File: config.mk
export PLATFORM = sky130hd
export DESIGN_NAME = seg_scan_driver
export DESIGN_NICKNAME = d
export VERILOG_FILES = /design/src/rtl/seg_scan_driver.sv
export SDC_FILE = /design/constraint.sdc
export NUM_CORES = 1
export LEC_CHECK = 0
export BUFFER_PORTS_ARGS = -buffer_cell sky130_fd_sc_hd__buf_2
export CAP_MARGIN = 15
export CORE_AREA = 3 3 85 148
export CTS_CLUSTER_SIZE = 30
export DETAILED_ROUTE_END_ITERATION = 8
export DIE_AREA = 0 0 88 151
export PLACE_DENSITY_LB_ADDON = 0.2
export SYNTH_ARGS = -nofsm -noshare
export SYNTH_HDL_FRONTEND = slang
export SYNTH_SLANG_ARGS = --single-unit
File: constraint.sdc
create_clock -name clk -period 2.9 [get_ports clk]
set_input_delay 0.58 -clock clk [delete_from_list [all_inputs] [get_ports clk]]
set_output_delay 0.58 -clock clk [all_outputs]
set_load 0.01 [all_outputs]
File: src/rtl/seg_scan_driver.sv
// ---------------------------------------------------------------------------
// seg_scan_driver
//
// Purpose:
//   Time-multiplexes eight 4-bit digit values onto an 8-digit common-anode
//   seven-segment display. One anode is active at a time. Each digit slot
//   lasts REFRESH_DIV clock cycles. A shadow copy of the digits and decimal
//   points is taken once per frame, so one displayed frame never mixes digits
//   from before and after an upstream shift. frame_tick pulses once per frame.
//   It is meant to drive the shift enable of the nibble circular shift
//   register that feeds seg0..seg7.
//
// Ports:
//   clk        in   1  system clock, rising edge
//   rst        in   1  asynchronous reset, active-low
//   en         in   1  scan enable; 0 = display dark, counters hold
//   seg0..seg7 in   4  digit values, seg0 = rightmost digit
//   dp_in      in   8  decimal point request per digit, active-high
//   blank_mask in   8  bit i = 1 forces digit i dark (live, not shadowed)
//   an         out  8  anode selects, active-low, bit i = digit i
//   sseg       out  8  cathodes, active-low, {dp,g,f,e,d,c,b,a}
//   frame_tick out  1  one-cycle pulse in the cycle a new frame begins
// ---------------------------------------------------------------------------
module seg_scan_driver #(
   parameter int REFRESH_DIV = 100000
) (
   input  logic       clk,
   input  logic       rst,
   input  logic       en,
   input  logic [3:0] seg0,
   input  logic [3:0] seg1,
   input  logic [3:0] seg2,
   input  logic [3:0] seg3,
   input  logic [3:0] seg4,
   input  logic [3:0] seg5,
   input  logic [3:0] seg6,
   input  logic [3:0] seg7,
   input  logic [7:0] dp_in,
   input  logic [7:0] blank_mask,
   output logic [7:0] an,
   output logic [7:0] sseg,
   output logic       frame_tick
);

   localparam int             CW       = (REFRESH_DIV > 1) ? $clog2(REFRESH_DIV) : 1;
   localparam logic [CW-1:0]  CNT_LAST = CW'(REFRESH_DIV - 1);

   logic [CW-1:0] cnt_q, cnt_d;
   logic [2:0]    idx_q, idx_d;
   logic          primed_q, primed_d;
   logic [31:0]   shadow_q, shadow_d;
   logic [7:0]    shdp_q, shdp_d;
   logic [7:0]    an_q, an_d;
   logic [7:0]    sseg_q, sseg_d;
   logic          ft_q, ft_d;

   logic          tick;
   logic          frame_end;
   logic          load;
   logic [3:0]    cur_digit;

   // Hex to active-low {g,f,e,d,c,b,a}.
   function automatic logic [6:0] hex_to_seg(input logic [3:0] v);
      logic [6:0] s;
      case (v)
         4'h0:    s = 7'h40;
         4'h1:    s = 7'h79;
         4'h2:    s = 7'h24;
         4'h3:    s = 7'h30;
         4'h4:    s = 7'h19;
         4'h5:    s = 7'h12;
         4'h6:    s = 7'h02;
         4'h7:    s = 7'h78;
         4'h8:    s = 7'h00;
         4'h9:    s = 7'h10;
         4'hA:    s = 7'h08;
         4'hB:    s = 7'h03;
         4'hC:    s = 7'h46;
         4'hD:    s = 7'h21;
         4'hE:    s = 7'h06;
         default: s = 7'h0E;
      endcase
      return s;
   endfunction

   assign tick      = en & (cnt_q == CNT_LAST);
   assign frame_end = tick & (idx_q == 3'd7);
   // The first enabled cycle after reset fills the shadow. After that it
   // refreshes only at the frame boundary.
   assign load      = (en & ~primed_q) | frame_end;
   // The display reads the registered shadow. A load in this cycle takes
   // effect for the next frame, never for the digit being shown now.
   assign cur_digit = shadow_q[{idx_q, 2'b00} +: 4];

   always_comb begin
      cnt_d    = cnt_q;
      idx_d    = idx_q;
      primed_d = primed_q;
      shadow_d = shadow_q;
      shdp_d   = shdp_q;
      an_d     = 8'hFF;
      sseg_d   = 8'hFF;
      ft_d     = frame_end;

      if (en) begin
         if (tick) begin
            cnt_d = '0;
            idx_d = idx_q + 3'd1;
         end else begin
            cnt_d = cnt_q + CW'(1);
         end
      end

      if (load) begin
         shadow_d = {seg7, seg6, seg5, seg4, seg3, seg2, seg1, seg0};
         shdp_d   = dp_in;
         primed_d = 1'b1;
      end

      if (en && !blank_mask[idx_q]) begin
         an_d   = ~(8'b1 << idx_q);
         sseg_d = {~shdp_q[idx_q], hex_to_seg(cur_digit)};
      end
   end

   always_ff @(posedge clk or negedge rst) begin
      if (!rst) begin
         cnt_q    <= '0;
         idx_q    <= 3'd0;
         primed_q <= 1'b0;
         shadow_q <= 32'h0;
         shdp_q   <= 8'h00;
         an_q     <= 8'hFF;
         sseg_q   <= 8'hFF;
         ft_q     <= 1'b0;
      end else begin
         cnt_q    <= cnt_d;
         idx_q    <= idx_d;
         primed_q <= primed_d;
         shadow_q <= shadow_d;
         shdp_q   <= shdp_d;
         an_q     <= an_d;
         sseg_q   <= sseg_d;
         ft_q     <= ft_d;
      end
   end

   assign an         = an_q;
   assign sseg       = sseg_q;
   assign frame_tick = ft_q;

endmodule

# Word-level counts from Yosys, hierarchy flattened

Memory sizes are Yosys's and may differ from the RTL's.
Cells that the tools add are included.

Word-level logic and storage cells: 33
Output and inout port bits: 17
ROM bits: 112
Register bits: 78
Memories: 1
Input bits: 51

Memory list:

| memory           | words | width | rd ports | clocked after memory_dff | wr ports | line | source |
|---|---|---|---|---|---|---|---|
| (name not given) | 16    | 7     | 1        | 0                        | 0        | 65   | `case (v)` |

Add/subtract/negate cells: 2
Bitwise gates (word level): 7
Shift operators: 2
Eq/ne operators: 2
Order comparisons: 1
Reduce and logical (&&, ||, !) cells: 3
Multiplexer cells: 7

Operators with widths:

| operator              | number |
|---|---|
| $shiftx 32x6->4       | 1 |
| $add 17x1->17 const B | 1 |
| $eq 17x17->1 const B  | 1 |
| $mux 17               | 1 |
| $mux 8                | 2 |
| $not 8->8             | 1 |
| $shl 1x3->8 const A   | 1 |
| $bmux 1 s3            | 2 |
| $lt 3x4->1 const B    | 1 |
| $add 3x1->3 const B   | 1 |
| $and 1x1->1           | 3 |
| $eq 3x3->1 const B    | 1 |
| $mux 1                | 2 |
| $not 1->1             | 2 |
| $reduce_and 2->1      | 1 |
| $logic_and 1x1->1     | 1 |
| $logic_not 1->1       | 1 |
| $or 1x1->1            | 1 |

# Longest topological paths before layout

Gate-level depths: netlist (run 1).

Word-level depth: 5
Depth in mapped cells: 10
Mapped depth without buffers: 8

# Least setup slack after synthesis (run 1)

Ideal clock, no wire load.

Kind: reg2reg
From: register idx_q[0]
To: register sseg_q[3] (netlist: sseg[3])
Buffers on the path: 2
Library setup time: 87 ps
Data required time: 2813 ps
Clock period less this slack: 2393 ps
Arrival time: 2306 ps
Cell stages (with the launch flop): 11
Slack: 507 ps
Cell sequence: dfrtp_1 > buf_6 > buf_6 > mux4_1 > mux2i_1 > inv_1 > ha_1 > inv_1 > nor3_1 > a211oi_1 > o21ai_0

Cells in the longest elaborated chain, start to end: 5
Elaborated cells on any way between the ends: 7
Classes of those cells: 1 x shift; 3 x mux; 2 x reduce/logical; 1 x memory

Ends and longest elaborated chain:

| item                                                 | line | source |
|---|---|---|
| start: declaration                                   | 49   | `logic [2:0] idx_q, idx_d;` |
| start signal: assignment                             | 138  | `idx_q <= idx_d;` |
| branches (longest 4 deep; another with $mem_v2 16x7) | n/a  |  |
| $mux 8 *                                             | 120  | `if (en && !blank_mask[idx_q]) begin` |
| named net sseg_d[3]                                  | 54   | `logic [7:0] sseg_q, sseg_d;` |
| end signal: assignment                               | 143  | `sseg_q <= sseg_d;` |
| end: declaration                                     | 54   |  |

Mark *: on every way through the listed nets, which the timed path passes. The select of a mux whose other input is x is not followed.
A chain may end at the register's enable or synchronous reset.

# Worst setup path in the final report (run 1)

Ends and elaborated chain as after synthesis.

==> impl_metrics.yaml, run 1 <==
worst_setup_path:
  path_class: "reg2reg"
  crit_path_start: "idx_q[0]"
  crit_arrival_ns: 2.77
  crit_path_start_kind: "flip-flop"
  path_max_fanout: 7
  required_ns: 3.13
  reg2reg_from: "idx_q[0]"
  cp-end-kind: "flip-flop"
final_layout:
  drive_above_1_share: 0.415
  multi_input_area_mm2: 0.00166
  area_growth_pct: 21.4
  final_nets: 423
  n_fill_cell: 1113
  final_cells: 499
  post-route-util: 0.397
  diodes: 0
  seqCellArea_mm2: 0.00197
place:
  pre_cts_ws_ns: 0.389
  dp_hpwl_um: 5800
  placed_cells: 483
  io_buffers: 67
  gp_congestion: 0.760
global_routing:
  grt_max_degree: 42
  grt_pass1_wl_um: 12700
  grt-ovfl-total: 0
  use_met2: 0.231
  grt_util_met1: 0.135
  grtUsageMet3: 0.0278
  busiest_layer: "met2"
  antenna_found_initial: 0
  first_global_vias: 2590
  grt_usage: 0.127
routing:
  ant_nets: 0
  viasPerCell: 4.89
  vias: 2438
  drc: 0
  wl_per_cell_um: 15.5
  dr.first_iter.drc_count: 83
  wirelength_um: 7730
  first_pass_iters: 6
timing:
  relSlewSlack: 0.625
  rsz0062_at_grt: "false"
  holdWs_ns: 0.216
  maxSlewViolCount: 0
  finalCritPeriodShare: 0.876
  fin_setup_tns_ns: 0
  finalHoldViolations: 0
  layout_setup_ws_ns: 0.360
  fmax_ghz: 0.394
  setup_violations: 0
  period_needed_ns: 2.54
  fin_skew_ns: 0.00531
  worst_pin_slew_ns: 0.547
clock_network:
  cts_max_level: 3
  cts-resized-gates: 0
  insertion_delay_ns: 0.33
  cts_tree: "built"
  clock-root-buffer: "clkbuf_16"
  clockBufferDepth: 2
  post_cts_buffers: 0
  clock-sinks: 78
  hold_buffers: 0
  clk_pin_slew_ns: 0.06
  cts_buffers: 9
run:
  maxCapViolCount: 0
die:
  die_width_um: 88
  die_height_um: 151
  num_rows: 52
  core_area_mm2: 0.0115
  fp.dieArea_mm2: 0.0133
  initial_utilization: 0.327
  io_pins: 68
synth:
  synth_seq_cells: 78
  synth_top_family_by_area: "multiplexers"
  synth_compound_area_frac: 0.0402
  synth_adder_area_share: 0.0432
  synth_top_area_frac: 0.412
  syn_inst: 285
  syn_area_per_cell_um2: 13.2
  synth.distinct_cells: 47
  synth-edff-count: 0
  synthMuxAreaShare: 0.218
  yosys.area_share.simple: 0.103
  synth.area.top_cells: "dfrtp_1 41%, dfstp_2 11%, mux2_2 11%, mux4_1 5.6%, ha_1 4.3%"
  synth_xor_area_frac: 0.0349
  post-synth-top-area-cell: "dfrtp_1"
  seq_area_frac_synth: 0.523
  ys_warn_count: 0
  synthFlopType: "dfrtp_1"
  synthTopCellsByCount: "62 x dfrtp_1, 36 x mux2_2, 22 x nand2_1"
  synth_fp_nets: 349
  synthArstFlopShare: 1.00
  netlist_area_mm2: 0.00377
  post-synth-top-count-cell: "dfrtp_1"
run_status:
  status: "finished clean"
pwr:
  p_leak_nw: 2.06
  ir_worst_vdd_mv: 0.344
  p_per_area_mw_per_mm2: 750
worst_hold_path:
  worstHoldPathType: "in2async"
[per-layer routing]
layer  vias to the layer above  share of wire
li1                       1164              -
met1                      1221           0.38
met2                        42           0.57
met3                        11          0.033
met4                         0          0.024
met5                         -              0
[state kept, by name (all words and copies together) (netlist names)]
| signal | flops |
|---|---|
| shadow_q | 32 |
| shdp_q | 8 |
| sseg | 8 |
| idx_q | 3 |
| cnt_q | 17 |
| frame_tick | 1 |
| an | 8 |
| primed_q | 1 |
[kinds of logic after synthesis]
| logic type | count (synthesis) |
|---|---|
| mux | 60 |
| xor+xnor | 15 |
| fa+ha+maj | 13 |
| flops | 78 |
| compound gates | 21 |
| simple gates | 75 |
| buf+inv | 23 |
[critical path, cell delays in order, from the launching register on]
cell      delay (ns)
dfrtp_1         0.47
mux4_1          0.59
mux2i_1         0.47
inv_1           0.17
ha_1            0.25
inv_1           0.08
nor3_1          0.05
a211oi_1        0.23
o21ai_0         0.13
[power breakdown]
part,total [W],leakage [nW],switching [W],internal [W]
clock,0.00121,0.154,0.000429,0.000780
sequential,0.00151,0.915,0.000141,0.00137
combinational,0.000715,0.992,0.000313,0.000401
total,0.00343,2.06,0.000883,0.00255
[placed cells by master (no fill, tap or decap), types with 4 or more instances in the layout]
cell and instances:
nand2_1 22, nor3_1 6, mux2i_1 7, mux4_1 8, buf_4 8, ha_1 13, nor2_1 13, xnor2_1 10
dfstp_2 16, nand4_1 5, o21ai_0 4, clkbuf_16 9, mux2_1 6, xor2_1 5, inv_1 9, dfrtp_1 62
buf_2 66, mux2_2 36, nand3_1 8
[stage by stage]
step           total power (W)  instance area (µm²)
3_5_place_dp           0.00225                 4260
6_report               0.00343                 4580
5_1_grt                0.00363                 4580
4_1_cts                0.00349                 4580
3_3_place_gp           0.00223                 4260
2_1_floorplan          0.00204                 3770
[final timing paths]
kind	to	slack [ns]	depth (start not counted)
setup / recovery	sseg[3]	0.36	8
hold / removal	cnt_q[8]	0.22	1
setup reg to reg	sseg[3]	0.36	8
hold reg to reg	primed_q	0.47	1
max in group asynchronous	shadow_q[19]	2.09	2
min in group clk	shadow_q[5]	0.46	2
[final cells by class]
cell class                      instances  share of cell area
Clock inverter                          3              0.0150
Clock buffer                           13              0.0547
Multi-Input combinational cell        184               0.363
Timing Repair Buffer                   75              0.0897
Tap cell                              135              0.0369
Inverter                               11             0.00957
Sequential cell                        78               0.431
No activity file was read; power rests on OpenSTA's default activity.
==> run 2, diff against run 1 <==
- BUFFER_PORTS_ARGS: -buffer_cell sky130_fd_sc_hd__buf_2 -> -buffer_cell sky130_fd_sc_hd__clkbuf_2
- CORE_AREA: 3 3 85 148 -> 3 3 89 155
- DIE_AREA: 0 0 88 151 -> 0 0 92 158
==> run 2 against run 1 <==
Count of clock-buffer cells in the layout stayed put. Sequential cell count is the same. Fmax decreased by 1.9%. Critical path type unchanged. Critical endpoint unchanged. Largest power group unchanged.
==> impl_metrics.yaml, run 2 (synthesis gave the netlist of run 1 again) <==
run_status:
  status: "finished clean"
pwr:
  ir_worst_vdd_mv: 0.288
  power_frac_clock: 0.373
  p_switching_w: 0.000898
  internal-power_w: 0.00266
  p_leak_nw: 2.11
  pwr-share-seq: 0.427
  combPwrFrac: 0.201
  p_per_area_mw_per_mm2: 765
  switching_share: 0.253
final_layout:
  mostFrequentLayoutCells: "66 x clkbuf_2, 62 x dfrtp_1, 36 x mux2_2"
  drive_above_1_share: 0.418
  largest_reg_flops: 32
  multi_input_area_mm2: 0.00166
  final_cells: 532
  top_register: "shadow_q"
  n_fill_cell: 1281
  seqCellArea_mm2: 0.00197
  area_growth_pct: 23.4
  final_nets: 423
  post-route-util: 0.370
  final_common_cell: "clkbuf_2"
  design_area_mm2: 0.00465
  reg_top3: "shadow_q x32, cnt_q x17"
  diodes: 0
timing:
  rsz0062_at_grt: "false"
  finalHoldViolations: 0
  fin_setup_tns_ns: 0
  finalCritPeriodShare: 0.893
  fmax_ghz: 0.386
  period_needed_ns: 2.59
  fin_skew_ns: 0.00470
  worst_pin_slew_ns: 0.944
  holdWs_ns: 0.377
  relSlewSlack: 0.371
  setup_violations: 0
  maxSlewViolCount: 0
clock_network:
  post_cts_buffers: 0
  insertion_delay_ns: 0.33
  cts_max_level: 3
  hold_buffers: 0
  clk_pin_slew_ns: 0.06
  cts_tree: "built"
  cts_buffers: 9
  cts-resized-gates: 0
  clock-sinks: 78
  clockBufferDepth: 2
  clock-root-buffer: "clkbuf_16"
global_routing:
  busiest_layer: "met2"
  grtUsageMet3: 0.0285
  grt_max_degree: 74
  use_met2: 0.213
  grt-ovfl-total: 0
  antenna_found_initial: 0
  grt_util_met1: 0.134
  grt_usage: 0.120
  first_global_vias: 2693
  grt_pass1_wl_um: 13400
worst_setup_path:
  path_max_fanout: 7
  crit_arrival_ns: 2.82
  cp-end-kind: "flip-flop"
  required_ns: 3.14
  path_class: "reg2reg"
  crit_path_start_kind: "flip-flop"
die:
  io_pins: 68
  die_height_um: 158
  core_area_mm2: 0.0126
  die_width_um: 92
  initial_utilization: 0.300
  fp.dieArea_mm2: 0.0145
  num_rows: 54
routing:
  first_pass_iters: 4
  vias: 2464
  ant_nets: 0
  drc: 0
  viasPerCell: 4.63
  wl_per_cell_um: 15.3
  wirelength_um: 8130
  dr.first_iter.drc_count: 78
place:
  gp_congestion: 0.767
  placed_cells: 516
  io_buffers: 67
  placed_cell_area_mm2: 0.00430
  dp_hpwl_um: 5990
run:
  maxCapViolCount: 0
worst_hold_path:
  worstHoldPathType: "in2async"
[run 2: worst max-delay path, cell delays in order, from the launching register on]
cell	delay [ns]
dfrtp_1	0.49
mux4_1	0.58
mux2i_1	0.53
inv_1	0.18
ha_1	0.26
inv_1	0.08
nor3_1	0.05
a211oi_1	0.20
o21ai_0	0.12
[run 2: stage by stage]
step	total power (W)	worst slack, ns
floorplan	0.00204	0.507
global placement	0.00224	0.337
detailed placement	0.00226	0.300
CTS	0.00361	0.294
global route	0.00375	0.118
finish	0.00355	0.311
[run 2: area by class of cell]
class	count	share of cell area
Clock buffer	13	0.0560
Clock inverter	3	0.0194
Inverter	11	0.00942
Multi-Input combinational cell	184	0.358
Sequential cell	78	0.424
Tap cell	168	0.0452
Timing Repair Buffer	75	0.0883
[run 2: worst paths after layout]
| path | cells after the start | end | start | slack, ns |
|---|---|---|---|---|
| worst min register to register | 1 | cnt_q[4] | cnt_q[4] | 0.46 |
| min in group clk | 2 | shadow_q[5] | seg1[1] | 0.46 |
| worst max-delay path | 8 | sseg[3] | idx_q[0] | 0.31 |
| worst min-delay path | 1 | shadow_q[19] | rst | 0.38 |
| max in group asynchronous | 2 | an[0] | rst | 1.75 |
| worst max register to register | 8 | sseg[3] | idx_q[0] | 0.31 |
[run 2: power groups by stage]
stage               Combinational, W  Sequential (W)  Clock, W
detailed placement          0.000726         0.00154         0
global route                0.000799         0.00155   0.00140
floorplan                   0.000555         0.00149         0
finish                      0.000713         0.00152   0.00133
global placement            0.000708         0.00153         0
CTS                         0.000729         0.00152   0.00136
[run 2: routing by layer]
| layer | vias to the layer above | wire, µm |
|---|---|---|
| met2 | 70 | 4430 |
| met3 | 12 | 380 |
| li1 | 1168 | - |
| met5 | - | 0 |
| met1 | 1214 | 3110 |
| met4 | 0 | 206 |
==> run 3, diff against run 2 <==
- ABC_AREA: not set -> 1
- CORE_AREA: 3 3 89 155 -> 3 3 92 160
- DIE_AREA: 0 0 92 158 -> 0 0 95 163
==> run 3 against run 2 <==
Hold slack gained 0.033 ns. Sequential power shrank 18%. Sequential cell count is the same. Design area grew 4.6%. Critical path type unchanged. Largest power group unchanged.
==> impl_metrics.yaml, run 3 <==
routing:
  wirelength_um: 10400
  dr.first_iter.drc_count: 131
  vias: 3484
  viasPerCell: 4.60
  first_pass_iters: 4
  drc: 0
  wl_per_cell_um: 13.8
  ant_nets: 0
synth:
  synthArstFlopShare: 1.00
  synthTopCellsByCount: "167 x nand2_1, 63 x inv_1, 62 x dfrtp_1"
  ys_warn_count: 0
  synth.distinct_cells: 26
  synth_seq_cells: 78
  synth-edff-count: 0
  synth_fp_nets: 576
  synthFlopType: "dfrtp_1"
  seq_area_frac_synth: 0.486
  syn_area_per_cell_um2: 7.93
  synth_top_area_frac: 0.382
  syn_inst: 512
  netlist_area_mm2: 0.00406
  post-synth-top-area-cell: "dfrtp_1"
  synth.area.top_cells: "dfrtp_1 38%, nand2_1 15%, dfstp_2 10%, nand3_1 6.9%, inv_1 5.8%"
  post-synth-top-count-cell: "nand2_1"
pwr:
  p_leak_nw: 2.43
  p_per_area_mw_per_mm2: 555
  ir_worst_vdd_mv: 0.288
  total_power_w: 0.00270
worst_setup_path:
  critPathMaxStageDelay_ns: 0.51
  crit_top_cell: "nand2_1"
  crit_arrival_ns: 2.48
  path_class: "reg2reg"
  path_max_fanout: 13
  crit_path_start_kind: "flip-flop"
  required_ns: 3.15
  cp_top_family: "simple AND/OR/NAND/NOR gates"
  worstPathBufferInverterCount: 2
  worstPathCellList: "inv_1, nand2_1, nand3_1, nand2_1, o21ai_1, inv_1, ha_1, nand3_1, nand2_1, nand2_1, nand3_1"
  cp-end-kind: "flip-flop"
  slowest_stage: "dfrtp_1"
timing:
  finalHoldViolations: 0
  fin_setup_tns_ns: 0
  fmax_ghz: 0.448
  maxSlewViolCount: 0
  finalCritPeriodShare: 0.770
  layout_setup_ws_ns: 0.666
  fin_skew_ns: 0.0115
  setup_violations: 0
  period_needed_ns: 2.23
  worst_pin_slew_ns: 0.996
  relSlewSlack: 0.336
  rsz0062_at_grt: "false"
global_routing:
  antenna_found_initial: 0
  first_global_vias: 3584
  grt_max_degree: 79
  grt_pass1_wl_um: 17300
  grt_usage: 0.146
  grt-ovfl-total: 0
final_layout:
  area_growth_pct: 19.7
  final_cells: 757
  final_common_cell: "nand2_1"
  final_nets: 642
  largest_reg_flops: 32
  top_register: "shadow_q"
  mostFrequentLayoutCells: "167 x nand2_1, 66 x clkbuf_2, 63 x inv_1"
  diodes: 0
  drive_above_1_share: 0.211
  reg_top3: "shadow_q x32, cnt_q x17"
clock_network:
  clk_pin_slew_ns: 0.06
  cts_buffers: 9
  cts-resized-gates: 0
  clock-sinks: 78
  hold_buffers: 0
  cts_tree: "built"
  cts_max_level: 3
  insertion_delay_ns: 0.34
  clock-root-buffer: "clkbuf_16"
  clockBufferDepth: 2
  post_cts_buffers: 0
place:
  pre_cts_ws_ns: 0.679
  dp_hpwl_um: 7850
  io_buffers: 67
  placed_cells: 741
  gp_congestion: 0.855
die:
  die_width_um: 95
  die_height_um: 163
  fp.dieArea_mm2: 0.0155
  num_rows: 56
  core_area_mm2: 0.0135
  io_pins: 68
  initial_utilization: 0.300
worst_hold_path:
  worstHoldPathType: "in2async"
run:
  maxCapViolCount: 0
run_status:
  status: "finished clean"
[run 3: power by group]
part / leakage [nW] / total, W / switching, W / internal (W)
clock network: 0.146 / 0.00121 / 0.000458 / 0.000756
registers: 0.839 / 0.00124 / 0.0000854 / 0.00115
logic: 1.44 / 0.000247 / 0.000153 / 0.0000936
total: 2.43 / 0.00270 / 0.000697 / 0.00200
[run 3: final timing paths]
kind	to	cells past startpoint	slack [ns]	start
max	sseg[5]	11	0.67	idx_q[0]
min	cnt_q[0]	1	0.41	rst
max reg2reg	sseg[5]	11	0.67	idx_q[0]
min reg2reg	primed_q	2	0.47	primed_q
max in group asynchronous	shadow_q[4]	1	1.85	rst
min in group clk	shadow_q[15]	3	0.44	seg3[3]
[run 3: cell families (layout without fill, tap and decap cells)]
family / count (synthesis) / in the layout / share of synthesized area
AOI/OAI and AO/OA: 52 / 52 / 0.0733
xor gates and xnor gates: 7 / 7 / 0.0151
adders and majority gates: 13 / 13 / 0.0401
buffers and inverters: 84 / 155 / 0.0906
DFF: 78 / 78 / 0.486
and+or+nand+nor: 278 / 278 / 0.295
[run 3: through the flow]
| step | hold slack, ns | utilization | cell area [µm²] |
|---|---|---|---|
| 2_1_floorplan | 0.284 | - | 4060 |
| 3_3_place_gp | 0.462 | 0.336 | 4550 |
| 3_5_place_dp | 0.459 | 0.336 | 4550 |
| 4_1_cts | 0.429 | 0.360 | 4860 |
| 5_1_grt | 0.449 | 0.360 | 4860 |
| 6_report | 0.411 | 0.360 | 4860 |
[run 3: cell type report]
cell class	instances	area [µm²]
Fill cell	1452	8660
Sequential cell	78	1970
Multi-Input combinational cell	350	1720
Timing Repair Buffer	74	390
Inverter	65	244
Clock buffer	11	233
Tap cell	174	218
Clock inverter	5	83.8
[run 3: metal layers]
| layer | track usage | share of wire | vias to the layer above |
|---|---|---|---|
| met2 | 0.262 | 0.53 | 86 |
| li1 | - | - | 1756 |
| met1 | 0.165 | 0.40 | 1620 |
| met5 | 0 | 0 | - |
| met4 | 0.0637 | 0.028 | 0 |
| met3 | 0.0250 | 0.035 | 22 |
